[config.mk]
export PLATFORM = sky130hd
export DESIGN_NAME = exu_inst_queue
export DESIGN_NICKNAME = d
export VERILOG_FILES = /design/src/rtl/exu_inst_queue.sv
export SDC_FILE = /design/constraint.sdc
export NUM_CORES = 1
export LEC_CHECK = 0
export ABC_CLOCK_PERIOD_IN_PS = 4100
export BUFFER_PORTS_ARGS = -buffer_cell sky130_fd_sc_hd__clkbuf_2
export CAP_MARGIN = 25
export CELL_PAD_IN_SITES_DETAIL_PLACEMENT = 1
export CELL_PAD_IN_SITES_GLOBAL_PLACEMENT = 1
export CORE_MARGIN = 8
export CORE_UTILIZATION = 50
export CTS_CLUSTER_DIAMETER = 80
export DETAILED_ROUTE_END_ITERATION = 10
export PLACE_DENSITY = 0.76
export SLEW_MARGIN = 15
export SYNTH_ARGS = -nofsm -noshare
export SYNTH_HDL_FRONTEND = slang
export SYNTH_SLANG_ARGS = --single-unit
[constraint.sdc]
create_clock -name clk -period 4.1 [get_ports clk]
set_clock_uncertainty 0.05 [all_clocks]
set_input_delay 0.82 -clock clk [delete_from_list [all_inputs] [get_ports clk]]
set_output_delay 0.82 -clock clk [all_outputs]
set_load 0.1 [all_outputs]
[src/rtl/exu_inst_queue.sv]
// ---------------------------------------------------------------------------
// exu_inst_queue
//
// Instruction queue between the fetch unit (IFU) and the EXU decoder.
// Holds fetched {pc, inst} pairs in program order in a circular buffer and
// presents the oldest entry to decode. Both sides use valid/ready handshakes.
// A flush discards every entry for branch/exception redirects.
//
// Every output is driven from state: ifu_ready, dec_valid and count are flops,
// and dec_pc/dec_inst are read from the storage array at rd_ptr. There is no
// combinational path from ifu_* to dec_*, and none from dec_ready to ifu_ready.
// There is no bypass, so an entry reaches decode at the earliest one cycle
// after it is pushed.
//
// Parameters
//   DEPTH  entry count; must be a power of two and at least 2
//   PC_W   program counter width
//
// Ports
//   clk        in   clock; all state updates on posedge
//   rst        in   synchronous active-high reset; highest priority
//   flush      in   drop all entries at the next edge
//   ifu_valid  in   fetch offers {ifu_pc, ifu_inst}
//   ifu_ready  out  queue can accept an entry this cycle (not full)
//   ifu_pc     in   pc of the offered instruction
//   ifu_inst   in   offered instruction word
//   dec_valid  out  head entry is valid (not empty)
//   dec_ready  in   decoder consumes the head this cycle
//   dec_pc     out  pc of the head entry
//   dec_inst   out  instruction word of the head entry
//   count      out  current occupancy, 0..DEPTH
// ---------------------------------------------------------------------------
module exu_inst_queue #(
  parameter int DEPTH = 4,
  parameter int PC_W  = 32
) (
  input  logic                     clk,
  input  logic                     rst,
  input  logic                     flush,
  input  logic                     ifu_valid,
  output logic                     ifu_ready,
  input  logic [PC_W-1:0]          ifu_pc,
  input  logic [31:0]              ifu_inst,
  output logic                     dec_valid,
  input  logic                     dec_ready,
  output logic [PC_W-1:0]          dec_pc,
  output logic [31:0]              dec_inst,
  output logic [$clog2(DEPTH):0]   count
);

  localparam int IDX_W = $clog2(DEPTH);
  // The extra MSB on each pointer is the wrap bit. It tells full apart from
  // empty when the index bits are equal.
  localparam int PTR_W = IDX_W + 1;
  localparam logic [PTR_W-1:0] FULL_CNT = PTR_W'(DEPTH);

  typedef struct packed {
    logic [PC_W-1:0] pc;
    logic [31:0]     inst;
  } entry_t;

  entry_t           mem [DEPTH];
  entry_t           head;
  logic [PTR_W-1:0] wr_ptr;
  logic [PTR_W-1:0] rd_ptr;
  logic [PTR_W-1:0] count_nxt;
  logic             push;
  logic             pop;
  logic             drop;

  // A push depends only on the registered ifu_ready. A pop in the same cycle
  // does not free a slot for a push when the queue is full.
  assign push = ifu_valid && ifu_ready;
  assign pop  = dec_valid && dec_ready;
  assign drop = rst || flush;

  // NOTE: every variable written in always_comb gets a default first, so no
  // latch is inferred for the cases the case statement does not list.
  always_comb begin
    count_nxt = count;
    case ({push, pop})
      2'b10:   count_nxt = count + 1'b1;
      2'b01:   count_nxt = count - 1'b1;
      default: count_nxt = count;
    endcase
  end

  // Pointer, occupancy and handshake flags. Reset and flush act the same way:
  // both discard all entries, and both override any push or pop in that cycle.
  // ifu_ready and dec_valid are registered copies of the next occupancy, so
  // they change only at a clock edge.
  // NOTE: sequential state uses non-blocking assignments only, so every flop
  // samples the values from before the edge regardless of statement order.
  always_ff @(posedge clk) begin
    if (drop) begin
      wr_ptr    <= '0;
      rd_ptr    <= '0;
      count     <= '0;
      ifu_ready <= 1'b1;
      dec_valid <= 1'b0;
    end else begin
      if (push) wr_ptr <= wr_ptr + 1'b1;
      if (pop)  rd_ptr <= rd_ptr + 1'b1;
      count     <= count_nxt;
      ifu_ready <= (count_nxt != FULL_CNT);
      dec_valid <= (count_nxt != '0);
    end
  end

  // NOTE: the storage array has no reset. The pointers alone decide which
  // entries are live, so stale data is never presented as valid.
  always_ff @(posedge clk) begin
    if (push && !drop) begin
      mem[wr_ptr[IDX_W-1:0]] <= '{pc: ifu_pc, inst: ifu_inst};
    end
  end

  // The head is a read of registered storage. It holds steady while the
  // decoder stalls, because rd_ptr and the head slot do not change then.
  assign head     = mem[rd_ptr[IDX_W-1:0]];
  assign dec_pc   = head.pc;
  assign dec_inst = head.inst;

endmodule

=== Word-level counts from Yosys, hierarchy flattened ===
Memories as Yosys holds them, arrays and structs flattened. A register that Yosys moved wholly into a read port is not among the register bits.
Index checks and enable logic that the tools add are counted.

* Register bits after elaboration: 11
* RAM bits: 256
* Input bits: 69
* Output and inout port bits: 69
* Logic and storage cells: 24
* Memories kept: 1

* Add/subtract/negate cells: 4
* Eq/ne operators: 3
* Mux-type cells: 5
* Reduce and logical (&&, ||, !) cells: 6

{| class="wikitable"
|+ Memories
! name !! depth !! bits a word !! rd ports !! clocked after memory_dff !! wr ports !! RTL line !! RTL
|-
| mem || 4 || 64 || 1 || 1 || 1 || 62 || <nowiki>entry_t mem [DEPTH];</nowiki>
|}

{| class="wikitable"
|+ Operator list
! operator !! count
|-
| $add A3 B1 Y3 const B || 3
|-
| $pmux W3 S2 || 1
|-
| $mux W2 || 2
|-
| $logic_and A1 B1 Y1 || 3
|-
| $ne A3 B3 Y1 const B || 1
|-
| $reduce_bool A3 Y1 || 1
|-
| $sub A3 B1 Y3 const B || 1
|-
| $eq A2 B1 Y1 const B || 1
|-
| $eq A2 B2 Y1 const B || 1
|-
| $mux W1 || 2
|-
| $logic_not A1 Y1 || 1
|-
| $logic_or A1 B1 Y1 || 1
|}

=== Depth between registers and ports, before layout ===
Gate-level depths: netlist of run 1.

* Word-level depth: 5
* Mapped depth: 8

=== Worst setup path before layout of run 1 ===
Ideal clock, no wire load.

* Path type: register to register
* From: reg ifu_ready
* To: mem mem[0][0] in the netlist's numbering, enable pin
* Library setup time: 429 ps
* Arrival: 2,944 ps
* Required time: 3,621 ps
* Path slack: 677 ps
* Cell stages (with the launch flop): 4
* Path buffers: 1
* Period minus slack after synthesis: 3,423 ps
* Cells stage by stage: dfxtp_1 > and2_1 > clkbuf_1 > and3_1

* Longest elaborated chain between the ends: 4

{| class="wikitable"
|+ Ends and longest elaborated chain
! what !! RTL line !! RTL
|-
| start, declared || 41 || <nowiki>output logic ifu_ready,</nowiki>
|-
| start signal, assigned || 105 || <nowiki>ifu_ready <= (count_nxt != FULL_CNT);</nowiki>
|-
| $logic_and A1 B1 Y1 || 73 || <nowiki>assign push = ifu_valid && ifu_ready;</nowiki>
|-
| $logic_and A1 B1 Y1 || 113 || <nowiki>if (push && !drop) begin</nowiki>
|-
| $mux W1 || 113 ||
|-
| $mux W1 (implied by the code) || 114 || <nowiki>mem[wr_ptr[IDX_W-1:0]] <= '{pc: ifu_pc, inst: ifu_inst};</nowiki>
|-
| end, declared || 62 ||
|}

No other way between the ends.

==> results of run 1 <==
==> state kept, by name (all words and copies together), names as in the netlist, named ones only <==
signal and count:
dec_valid 1, rd_ptr 2, mem 256, ifu_ready 1
wr_ptr 2, count 3
==> synthesized netlist by cell type <==
cell,n
nand3_1,1
and2_1,2
fa_1,1
nor3b_1,1
clkbuf_1,8
buf_2,7
mux4_2,64
inv_1,3
edfxtp_1,256
ha_1,5
xor2_1,2
a21oi_1,1
a21bo_1,1
buf_6,1
or4_4,1
mux2i_1,1
o211ai_1,2
or2_1,1
nand2_1,3
dfxtp_1,11
xnor2_1,3
a21o_1,1
and3_1,4
nor2_1,9
==> cell families after synthesis <==
logic type      Yosys count
compound gates            5
xor+xnor                  5
fa+ha+maj                 6
buf+inv                  19
flops                   267
mux                      65
simple gates             22
==> worst max-delay path, stage by stage (launching register included) <==
cell	delay [ns]
dfxtp_4	0.73
buf_4	0.37
mux4_2	0.54
clkbuf_2	0.39
==> area by class of cell <==
cell class | instances | area, um^2
Tap cell | 265 | 332
Timing Repair Buffer | 143 | 788
Sequential cell | 267 | 7920
Inverter | 3 | 11.3
Multi-Input combinational cell | 103 | 1750
Clock buffer | 33 | 698
Clock inverter | 17 | 77.6
Fill cell | 1634 | 7700
==> stage by stage <==
step / setup WS, ns / std cells / hold slack, ns / utilization
6_report: 0.686 / 831 / 0.455 / 0.600
4_1_cts: 0.566 / 828 / 0.447 / 0.597
2_1_floorplan: 0.677 / 389 / 0.417 / -
3_3_place_gp: 1.14 / 778 / 0.431 / 0.557
3_5_place_dp: 1.11 / 778 / 0.446 / 0.557
5_1_grt: 0.499 / 831 / 0.459 / 0.600
==> routing by layer <==
metal  share of wire  wire [um]  vias to the layer above  global-route usage
met5         0.00068         13                        -                   0
met4           0.012        232                        2              0.0379
met3           0.068       1310                       22              0.0433
met2            0.50       9660                      139               0.279
met1            0.42       8000                     2310               0.200
li1                -          -                     1971                   -
==> worst paths after layout <==
path | start | endpoint
setup / recovery | flip-flop | dec_inst[1]
hold reg to reg | wr_ptr[1]$_SDFFE_PP0P_ | wr_ptr[1]$_SDFFE_PP0P_
hold / removal | wr_ptr[1]$_SDFFE_PP0P_ | wr_ptr[1]$_SDFFE_PP0P_
setup reg to reg | ifu_ready$_SDFF_PP1_ | ifu_ready$_SDFF_PP1_
==> cells in the final DEF (no fill, tap or decap), drive strengths merged <==
cell type  synthesis  final
nand2              3      3
dfxtp             11     11
nor2               9      9
inv                3      4
buf                8      6
xor2               2      2
nand3              1      1
a21o               1      1
xnor2              3      3
and3               4      4
or4                1      1
or2                1      1
nor3b              1      1
and2               2      2
edfxtp           256    256
o211ai             2      2
mux2i              1      1
clkinv             0     16
a21oi              1      1
fa                 1      1
ha                 5      5
clkbuf             8    170
mux4              64     64
a21bo              1      1
==> where the power goes <==
part	total [mW]	internal (mW)	switching, mW
sequential	3.03	3.02	0.0129
combinational	0.354	0.0808	0.273
clock	2.15	1.21	0.942
==> flow_metrics.py, run 1 <==
metrics = {
    "critical_path": {
        "end_kind": "output port",
        "path_max_fanout": 27,
        "cp-start-kind": "flip-flop",
        "r2r_setup_slack_ns": 1.82,
        "r2r_cells": 7,
        "worstPathRequired_ns": 3.23,
        "crit_type": "reg2out",
        "crit_arrival_ns": 2.54,
    },
    "sta": {
        "grt_setup_unrepaired": "no",
        "finalCriticalPeriod_ns": 3.41,
        "hold_violations": 0,
        "fmax_mhz": 293,
        "fin_setup_tns_ns": 0,
        "setup_viol": 0,
        "fin_crit_sh": 0.833,
        "slew_headroom": 0.338,
        "tightestPinTransition_ns": 0.993,
        "finalMaxSlewViolations": 0,
    },
    "synth": {
        "yosysTopAreaCell": "edfxtp_1",
        "muxShareOfSynthArea": 0.149,
        "ys_ff_latch": 267,
        "syn_area_per_cell_um2": 25.0,
        "netlist_area_um2": 9720,
        "synth-simple-area-share": 0.0116,
        "synth_top_family_by_area": "multiplexers",
        "synth_cell_types": 24,
        "syn-num-nets": 464,
        "synth_fa_ha_area_frac": 0.00849,
        "synth_area_leaders": "edfxtp_1 79%, mux4_2 15%, dfxtp_1 2.3%",
        "synth_xor_area_frac": 0.00450,
        "yosysTopAreaCellShare": 0.791,
        "ys_warn_count": 0,
        "synthesis.instances": 389,
        "synth_compound_area_frac": 0.00386,
        "yosysSeqAreaShare": 0.813,
    },
    "finish": {
        "antennaDiodeCount": 0,
        "areaGrowthSynthToFinish_pct": 19.0,
        "drive_gt1_frac": 0.440,
        "nNetsFinal": 620,
        "final_cell_area_um2": 11600,
    },
    "power_and_ir_drop": {
        "powerDensity_nw_per_um2": 478,
        "p_leak_nw": 3.87,
        "vdd_drop_max_v": 0.000330,
        "power_mw": 5.53,
    },
    "global_routing": {
        "overflow": 0,
        "grt_pass1_wl_um": 29800,
        "grt_pass1_vias": 5118,
        "grtUsageTotal": 0.161,
        "grt_max_degree": 65,
        "antenna_found_initial": 1,
    },
    "route": {
        "ant_nets": 0,
        "vias_per_cell": 5.35,
        "first_pass_iters": 4,
        "wirelength_um": 19200,
        "drcViolationCount": 0,
        "num_vias": 4444,
        "wl_per_cell_um": 23.1,
        "drt-initial-drc-count": 207,
    },
    "clock_network": {
        "hold_buffers": 0,
        "clockRootBuffer": "clkbuf_16",
        "htree_levels": 1,
        "clk_path_buf_depth": 3,
        "clock-sinks": 267,
        "cts_made_buffers": 27,
        "cts_tree": "yes",
        "cts_resized": 0,
        "cts_setup_buffers": 0,
        "clkLatencyLatePin_ns": 0.52,
        "clk_pin_slew_ns": 0.06,
    },
    "placed_design": {
        "post-dp-hpwl_um": 11800,
        "place_area_um2": 10700,
        "gp_congestion": 0.705,
        "io_buffers": 137,
    },
    "die": {
        "core_area_um2": 19300,
        "placementRows": 51,
        "die_y_um": 155,
        "dieArea_um2": 24200,
        "io_pins": 138,
        "start_util": 0.505,
        "dieWidth_um": 155,
    },
    "hold_path": {
        "hold_class": "reg2reg",
        "holdPathStages": 2,
    },
    "outcome": {
        "outcome": "completed",
    },
    "run": {
        "cap_violations": 0,
    },
}
(Power assumes the default switching activity.)
==> run 2, diff against run 1 <==
--- a/config.mk
+++ b/config.mk
@@ -5,7 +5,7 @@
 export SDC_FILE = /design/constraint.sdc
 export NUM_CORES = 1
 export LEC_CHECK = 0
-export ABC_CLOCK_PERIOD_IN_PS = 4100
+export ABC_CLOCK_PERIOD_IN_PS = 3450
 export BUFFER_PORTS_ARGS = -buffer_cell sky130_fd_sc_hd__clkbuf_2
 export CAP_MARGIN = 25
 export CELL_PAD_IN_SITES_DETAIL_PLACEMENT = 1
==> constraint.sdc (replaced) <==
create_clock -name clk -period 3.45 [get_ports clk]
set_clock_uncertainty 0.05 [all_clocks]
set_input_delay 0.69 -clock clk [delete_from_list [all_inputs] [get_ports clk]]
set_output_delay 0.69 -clock clk [all_outputs]
set_load 0.1 [all_outputs]
==> flow_metrics.py, run 2 (same netlist as run 1, synthesis figures left out) <==
metrics = {
    "power_and_ir_drop": {
        "p_int_mw": 5.26,
        "clkPwrFrac": 0.399,
        "p_leak_nw": 3.93,
        "power_mw": 6.69,
        "p_seq_frac": 0.538,
        "p_comb_frac": 0.063,
        "p_switching_mw": 1.43,
        "p_sw_frac": 0.214,
        "vdd_drop_max_v": 0.000352,
        "powerDensity_nw_per_um2": 573,
    },
    "clock_network": {
        "cts_made_buffers": 27,
        "clkLatencyLatePin_ns": 0.51,
        "clk_pin_slew_ns": 0.06,
        "clk_path_buf_depth": 3,
        "clockRootBuffer": "clkbuf_16",
        "hold_buffers": 0,
        "htree_levels": 1,
        "cts_setup_buffers": 0,
        "clock-sinks": 267,
        "cts_resized": 0,
        "cts_tree": "yes",
    },
    "finish": {
        "final_core_util": 0.606,
        "drive_gt1_frac": 0.449,
        "areaGrowthSynthToFinish_pct": 20.0,
        "antennaDiodeCount": 0,
        "final_common_cell": "edfxtp_1",
        "final_cell_area_um2": 11700,
        "nNetsFinal": 631,
        "largest_register_ff_count": 256,
        "final_cell_mix": "256 x edfxtp_1, 137 x clkbuf_2, 64 x mux4_2",
    },
    "die": {
        "io_pins": 138,
        "core_area_um2": 19300,
        "dieWidth_um": 155,
        "die_y_um": 155,
        "dieArea_um2": 24200,
        "placementRows": 51,
        "start_util": 0.505,
    },
    "critical_path": {
        "worstPathRequired_ns": 2.71,
        "crit_arrival_ns": 2.37,
        "reg2reg_from": "ifu_ready$_SDFF_PP1_",
        "crit_chain": "buf_4, mux4_2, clkbuf_2",
        "cp_slowest_cell": "dfxtp_4",
        "end_kind": "output port",
        "path_max_fanout": 19,
        "worst-path-buf-inv": 2,
        "r2r_cells": 7,
        "r2r_setup_slack_ns": 1.13,
        "max_stage_delay_ns": 0.61,
        "cp_top_family": "buffers and inverters",
        "cp-start-kind": "flip-flop",
        "crit_type": "reg2out",
        "r2r-end": "ifu_ready$_SDFF_PP1_",
    },
    "global_routing": {
        "grt_pass1_vias": 5177,
        "grtUsageTotal": 0.162,
        "antenna_found_initial": 2,
        "grt_max_degree": 36,
        "grt_pass1_wl_um": 29600,
        "overflow": 0,
    },
    "placed_design": {
        "io_buffers": 137,
        "post-dp-hpwl_um": 12900,
        "place_area_um2": 10900,
        "pre_cts_slack_ns": 0.680,
        "gp_congestion": 0.732,
    },
    "sta": {
        "setup_ws_ns": 0.335,
        "finalMaxSlewViolations": 0,
        "hold_violations": 0,
        "slew_headroom": 0.621,
        "fin_crit_sh": 0.903,
        "fmax_mhz": 321,
        "fin_setup_tns_ns": 0,
        "setup_viol": 0,
        "tightestPinTransition_ns": 0.571,
        "grt_setup_unrepaired": "no",
        "finalCriticalPeriod_ns": 3.11,
    },
    "hold_path": {
        "hp-start": "ifu_pc[7]",
        "min_to": "mem[3][39]$_DFFE_PP_",
        "hold_class": "in2reg",
        "holdPathStages": 1,
    },
    "route": {
        "wl_per_cell_um": 23.0,
        "wirelength_um": 19300,
        "ant_nets": 0,
        "drt-initial-drc-count": 280,
        "drcViolationCount": 0,
        "vias_per_cell": 5.35,
        "first_pass_iters": 4,
        "num_vias": 4493,
    },
    "outcome": {
        "outcome": "completed",
    },
    "run": {
        "cap_violations": 0,
    },
}
==> run 2: power by group through the flow <==
stage	logic, mW	clock network [mW]	registers [mW]
5_1_grt	0.441	2.83	3.60
2_1_floorplan	0.290	0	3.68
3_5_place_dp	0.424	0	3.67
4_1_cts	0.425	2.73	3.60
3_3_place_gp	0.412	0	3.67
6_report	0.420	2.67	3.60
==> run 2: layer usage <==
layer / track usage / vias to the layer above / share of wire
met2: 0.286 / 140 / 0.51
met4: 0.0337 / 4 / 0.017
met5: 0 / - / 0.0012
li1: - / 1980 / -
met3: 0.0469 / 34 / 0.065
met1: 0.195 / 2335 / 0.41
==> run 2: how the worst max path moves through the flow <==
stage	endpoint	depth (start not counted)	slack, ns	startpoint
after CTS	dec_pc[24]	3	0.28	flip-flop
final	dec_pc[24]	3	0.34	flip-flop
after detailed placement	ifu_ready$_SDFF_PP1_	8	0.68	ifu_valid
after global routing	dec_inst[23]	3	0.21	flip-flop
after global placement	ifu_ready$_SDFF_PP1_	8	0.79	ifu_valid
after floorplan	mem[0][0]$_DFFE_PP_	3	0.03	ifu_ready$_SDFF_PP1_
==> run 2: area by class of cell <==
cell class	count	area [um^2]
Timing Repair Buffer	154	851
Sequential cell	267	7920
Clock inverter	8	58.8
Multi-Input combinational cell	103	1750
Inverter	3	11.3
Tap cell	265	332
Fill cell	1681	7600
Clock buffer	40	754
==> run 2: metrics by stage <==
step                hold WS, ns  instances
finish                    0.349        840
global route              0.328        840
CTS                       0.324        840
floorplan                 0.417        389
detailed placement        0.448        792
global placement          0.433        792
